==> config.mk <==
export PLATFORM = sky130hd
export DESIGN_NAME = fifosc_uart_tx
export DESIGN_NICKNAME = d
export VERILOG_FILES = /design/src/rtl/fifosc_uart_tx.sv
export SDC_FILE = /design/constraint.sdc
export NUM_CORES = 1
export LEC_CHECK = 0
export ABC_CLOCK_PERIOD_IN_PS = 2000
export CAP_MARGIN = 0
export CORE_UTILIZATION = 45
export CTS_CLUSTER_SIZE = 14
export DETAILED_ROUTE_END_ITERATION = 12
export PLACE_DENSITY = 0.8
export SYNTH_ARGS = -nofsm -noshare
export SYNTH_HDL_FRONTEND = slang
export SYNTH_SLANG_ARGS = --single-unit
==> constraint.sdc <==
create_clock -name clk -period 2 [get_ports clk]
set_clock_uncertainty 0.15 [all_clocks]
set_input_delay 0.3 -clock clk [delete_from_list [all_inputs] [get_ports clk]]
set_output_delay 0.3 -clock clk [all_outputs]
set_load 0.01 [all_outputs]
==> src/rtl/fifosc_uart_tx.sv <==
// Purpose: pops words from a fifosc read port and shifts each out as a UART frame (start, LSB-first data, stop).
// Latency: enable && !fifo_empty seen in IDLE at cycle t -> fifo_remove at t+1, start bit on txd at t+3.
// Backpressure: no pop unless enabled and non-empty in IDLE; a frame in progress always runs to completion.
module fifosc_uart_tx #(
  parameter int DATA_WIDTH   = 4,
  parameter int CLKS_PER_BIT = 4
) (
  input  logic                  clk,
  input  logic                  rst,
  input  logic                  enable,
  input  logic                  fifo_empty,
  input  logic [DATA_WIDTH-1:0] fifo_do,
  output logic                  fifo_remove,
  output logic                  txd,
  output logic                  busy,
  output logic [7:0]            frame_count
);

  localparam int TW = (CLKS_PER_BIT > 1) ? $clog2(CLKS_PER_BIT) : 1;
  localparam int BW = (DATA_WIDTH > 1) ? $clog2(DATA_WIDTH) : 1;

  typedef enum logic [2:0] {
    S_IDLE  = 3'd0,
    S_POP   = 3'd1,
    S_LOAD  = 3'd2,
    S_START = 3'd3,
    S_DATA  = 3'd4,
    S_STOP  = 3'd5
  } state_t;

  state_t                state_q, state_d;
  logic [TW-1:0]         tick_q, tick_d;
  logic [BW-1:0]         bit_q, bit_d;
  logic [DATA_WIDTH-1:0] shift_q, shift_d;
  logic [7:0]            frame_q, frame_d;
  logic                  txd_q, txd_d;
  logic                  remove_q, remove_d;
  logic                  busy_q, busy_d;

  logic tick_last;
  logic bit_last;

  assign tick_last = (tick_q == TW'(CLKS_PER_BIT - 1));
  assign bit_last  = (bit_q == BW'(DATA_WIDTH - 1));

  // State, datapath and registered outputs; reset aborts any frame and drops the popped word.
  always_ff @(posedge clk) begin
    if (rst) begin
      state_q  <= S_IDLE;
      tick_q   <= '0;
      bit_q    <= '0;
      shift_q  <= '0;
      frame_q  <= '0;
      txd_q    <= 1'b1;
      remove_q <= 1'b0;
      busy_q   <= 1'b0;
    end else begin
      state_q  <= state_d;
      tick_q   <= tick_d;
      bit_q    <= bit_d;
      shift_q  <= shift_d;
      frame_q  <= frame_d;
      txd_q    <= txd_d;
      remove_q <= remove_d;
      busy_q   <= busy_d;
    end
  end

  // Next-state: enable and fifo_empty only matter in IDLE; later changes cannot disturb a frame.
  always_comb begin
    state_d = state_q;
    case (state_q)
      S_IDLE:  if (enable && !fifo_empty) state_d = S_POP;
      S_POP:   state_d = S_LOAD;
      S_LOAD:  state_d = S_START;
      S_START: if (tick_last) state_d = S_DATA;
      S_DATA:  if (tick_last && bit_last) state_d = S_STOP;
      S_STOP:  if (tick_last) state_d = S_IDLE;
      default: state_d = S_IDLE;
    endcase
  end

  // Bit timing, shifter and frame counter; the word is captured in LOAD, one cycle after the pop.
  always_comb begin
    tick_d  = tick_q;
    bit_d   = bit_q;
    shift_d = shift_q;
    frame_d = frame_q;
    case (state_q)
      S_LOAD: begin
        shift_d = fifo_do;
        tick_d  = '0;
        bit_d   = '0;
      end
      S_START: begin
        tick_d = tick_last ? '0 : tick_q + TW'(1);
      end
      S_DATA: begin
        if (tick_last) begin
          tick_d  = '0;
          shift_d = shift_q >> 1;
          bit_d   = bit_last ? '0 : bit_q + BW'(1);
        end else begin
          tick_d = tick_q + TW'(1);
        end
      end
      S_STOP: begin
        if (tick_last) begin
          tick_d  = '0;
          frame_d = frame_q + 8'd1;
        end else begin
          tick_d = tick_q + TW'(1);
        end
      end
      default: begin
        tick_d = '0;
        bit_d  = '0;
      end
    endcase
  end

  // Moore outputs decoded from the upcoming state so they appear registered alongside it.
  always_comb begin
    txd_d    = 1'b1;
    remove_d = 1'b0;
    busy_d   = (state_d != S_IDLE);
    case (state_d)
      S_POP:   remove_d = 1'b1;
      S_START: txd_d    = 1'b0;
      S_DATA:  txd_d    = shift_d[0];
      default: txd_d    = 1'b1;
    endcase
  end

  assign txd         = txd_q;
  assign fifo_remove = remove_q;
  assign busy        = busy_q;
  assign frame_count = frame_q;

endmodule
==> implementation parameters <==
Parameter                              Value

Status
  Status ... finished clean

Global routing
  Gr ovfl total ... 0
  Total routing resource utilization after global routing ... 18.3%
  First-pass GRT wire length ... between 3 and 4 mm
  Number of antenna violations at the first check in global routing ... 0
  Pin count of the biggest net entering global routing ... 23
  Vias in the first global route ... between 700 and 800

Logic synthesis
  Total of warnings raised by yosys ... 0
  Unique cell type count in the Yosys netlist ... 37
  Number of enable-type register cells in the synthesized netlist ... 0
  Area share of the leading cell type in the synthesized netlist ... ~44%
  Cells after Synth ... 110
  Post-synthesis async set-or-reset flop share ... 0%
  Flip-flop cell with the highest count after synthesis ... dfxtp_1
  Sequential share of the synthesized area ... 44.1%
  Synthesized Nets ... 121
  Average size of a mapped cell ... about 9 µm²
  Seq cells post-synth ... 22
  Post-synthesis cell type with the largest combined area ... dfxtp_1
  Top cells by area, synth ... dfxtp_1 (44%), nor2_1 (5.6%), a22oi_1 (4.5%)
  Netlist area before placement ... ~1000 µm²

Final layout
  Diodes inserted ... 0
  Area of the multi-input gates ... approximately 500 µm²
  Seq. cell area ... around 440 µm²
  Most common cell after layout, fill and taps aside ... dfxtp_1
  Layout cell share with drive strength beyond 1 ... 9.23%
  Most used cells in the layout excluding fill and tap cells ... dfxtp_1 (22), clkdlybuf4s50_1 (18), nor2_1 (15)
  Layout Nets ... 143
  P&R area growth vs syn ... 24.8%
  Fill cell total of the finished layout ... ~170
  Non-Filler Instances ... 157

STA
  Total Neg Setup Slack ... 0 ns
  Final setup vio count ... 0
  Relative max-transition margin ... a little over three fifths
  Fraction of the cycle the final worst path needs ... ~94%
  Final hold vios ... 0
  Measured slew at the worst slew-check pin ... ~0.54 ns
  Highest clock frequency the design can meet ... between 500 and 600 MHz
  Number of pins exceeding their max-slew limit in the final report ... 0
  Clock period minus final worst setup slack ... 1.87 ns

Placement
  Cell count after placement ... ~150
  Final estimated routing congestion in global placement ... ~0.86
  Buffers on Ports ... 18
  Final HPWL from detailed placement ... ~1.4 mm

Worst setup path
  Critical path's largest stage delay ... 0.48 ns
  Highest-delay cell along the critical path ... or4_1
  Count of buffering cells on the critical path with inverters included ... 0
  Kind of capture point of the worst setup path ... flop
  Critical path class ... flop to flop
  Origin of the critical flop-to-flop path ... tick_q[0]$_SDFF_PP0_
  CP max FO ... 9
  Worst-path cell chain ... ha_2 -> and4b_1 -> nand4_4 -> or4_1 -> a21oi_1
  Minimum setup slack among reg-to-reg paths ... around 0.13 ns
  Capture point of the worst reg-to-reg path ... frame_count[7]$_SDFFE_PP0P_
  Worst-case reg-to-reg path depth ... 5
  Cell class contributing the biggest share of worst-path delay ... simple AND/OR/NAND/NOR gates
  Worst path depth ... 5
  Required time worst endpoint ... roughly 2.1 ns
  Arrival time at the worst endpoint ... between 1.5 and 2 ns
  Kind of launch point of the worst setup path ... flop

Clocking
  Library cell used as clock root buffer ... clkbuf_4
  CTS Buf Count ... 3
  Post-CTS Hold Buffers ... 0
  Clock transition at the registers of the reported paths ... about 0.12 ns
  Htree depth ... 1
  CTS tree ... done
  Clock buffer depth ... 2
  Count of clock tree sinks ... 22
  Clock network latency to the later pin of the worst-skew pair ... about 0.31 ns

Pwr
  Power per standard cell area ... roughly 600 nW/µm²
  Peak VDD IR ... 407 µV
  Power after layout ... approximately 0.74 mW
  Pleak ... 0.453 nW

Floorplan
  Floorplan row count ... 16
  Floorplan die area ... around 2400 µm²
  Initial Utilization ... around half
  Floorplan die height ... 49.1 µm
  Number of I/O pins ... 19
  Die Width ... 49.1 µm
  Core area ... around 2000 µm²

Drt
  Number of vias per cell after detailed routing ... 5.55
  Routed wirelength normalized by instance count ... roughly 13 µm
  Overall routed net length ... roughly 2 mm
  DRC viols ... 0
  Final ANT Viol Nets ... 0
  Routed via count ... between 800 and 900
  Detailed Routing Iterations Pass 1 ... 4
  Starting DRC count in detailed routing ... 18

Hold path
  Worst hold stages ... 1
  Startpoint of the most critical hold path ... tick_q[0]$_SDFF_PP0_
  Destination of the worst hold path ... tick_q[0]$_SDFF_PP0_
  Min-Delay Path Class ... flop to flop

Run
  Count of maximum capacitance violations ... 0
## timing repair
| action | 4_1_cts | 5_1_grt |
|---|---|---|
| resized for setup | 0 | 1 |
| endpoints found under the setup margin | 0 | 1 |
| buffers inserted | 0 | 0 |
## layout make-up
class / instances / share of cell area (%)
Timing Repair Buffer: 24 / 18.1
Multi-Input combinational cell: 78 / 41.2
Tap cell: 27 / 2.71
Inverter: 3 / 0.904
Clock buffer: 3 / 1.81
Sequential cell: 22 / 35.3
## cells by family after synthesis
logic type / after synthesis / share of synthesized area, %
buf+inv: 10 / 4.76
fa+ha+maj: 3 / 3.76
xor+xnor: 5 / 4.39
compound gates: 29 / 19.3
flops: 22 / 44.1
mux: 2 / 2.01
simple gates: 39 / 21.7
## metal layers
layer  GRT usage (%)  share of wire, %  routed length [µm]  vias to the layer above
li1                -                 -                   -                      435
met1            22.8                48                 955                      419
met2            30.6                48                 953                       15
met3            5.61               3.5                  69                        3
met4            4.41              0.70                  14                        0
met5               0                 0                   0                        -
## flip-flops by register name, indices dropped and copies added, names as in the netlist
signal       cells
tick_q           2
frame_count      8
bit_q            2
fifo_remove      1
state_q          3
txd              1
busy             1
shift_q          4
## where the power goes
group / total, mW / switching (mW) / internal [mW] / leakage, nW
Combinational: 0.0830 / 0.0360 / 0.0470 / 0.261
Sequential: 0.463 / 0.0116 / 0.451 / 0.178
Clock: 0.199 / 0.129 / 0.0704 / 0.0138
Total: 0.745 / 0.176 / 0.568 / 0.453
## through the flow
step	instance area (µm²)	setup WS [ns]	utilization [%]	hold WS (ns)
6_report	1250	0.127	61.6	0.297
5_1_grt	1250	-0.0158	61.6	0.341
4_1_cts	1240	0.0807	61.5	0.297
3_5_place_dp	1220	0.115	60.4	0.276
3_3_place_gp	1220	0.188	60.4	0.266
2_1_floorplan	998	0.179	-	0.238
## worst reg2reg max path, delay by kind of cell, from the launching register on
| kind | cells | cell delay (ns) |
|---|---|---|
| AOI/OAI and AO/OA | 1 | 0.15 |
| adders and majority gates | 1 | 0.25 |
| DFF | 1 | 0.35 |
| and+or+nand+nor | 3 | 0.93 |
## how the worst max path moves through the flow
stage	from	end	slack, ns
2_1_floorplan	tick_q[0]$_SDFF_PP0_	frame_count[7]$_SDFFE_PP0P_	0.18
3_3_place_gp	tick_q[0]$_SDFF_PP0_	frame_count[7]$_SDFFE_PP0P_	0.19
3_5_place_dp	tick_q[0]$_SDFF_PP0_	frame_count[7]$_SDFFE_PP0P_	0.12
4_1_cts	tick_q[0]$_SDFF_PP0_	frame_count[7]$_SDFFE_PP0P_	0.08
5_1_grt	tick_q[0]$_SDFF_PP0_	frame_count[7]$_SDFFE_PP0P_	-0.02
6_report	tick_q[0]$_SDFF_PP0_	frame_count[7]$_SDFFE_PP0P_	0.13
## synth_stat cells (all sizes together), types with 2 or more instances
library cell and instances:
nor2 15, a21oi 7, inv 3, o21bai 2, ha 3, nand2 7, nor2b 2, or3 2
a22oi 6, xor2 3, xnor2 2, a2111oi 3, buf 4, mux2i 2, o21ai 4, nand4 3
dfxtp 22, a31oi 2, clkbuf 3
Power figures use the tool's default switching activity.
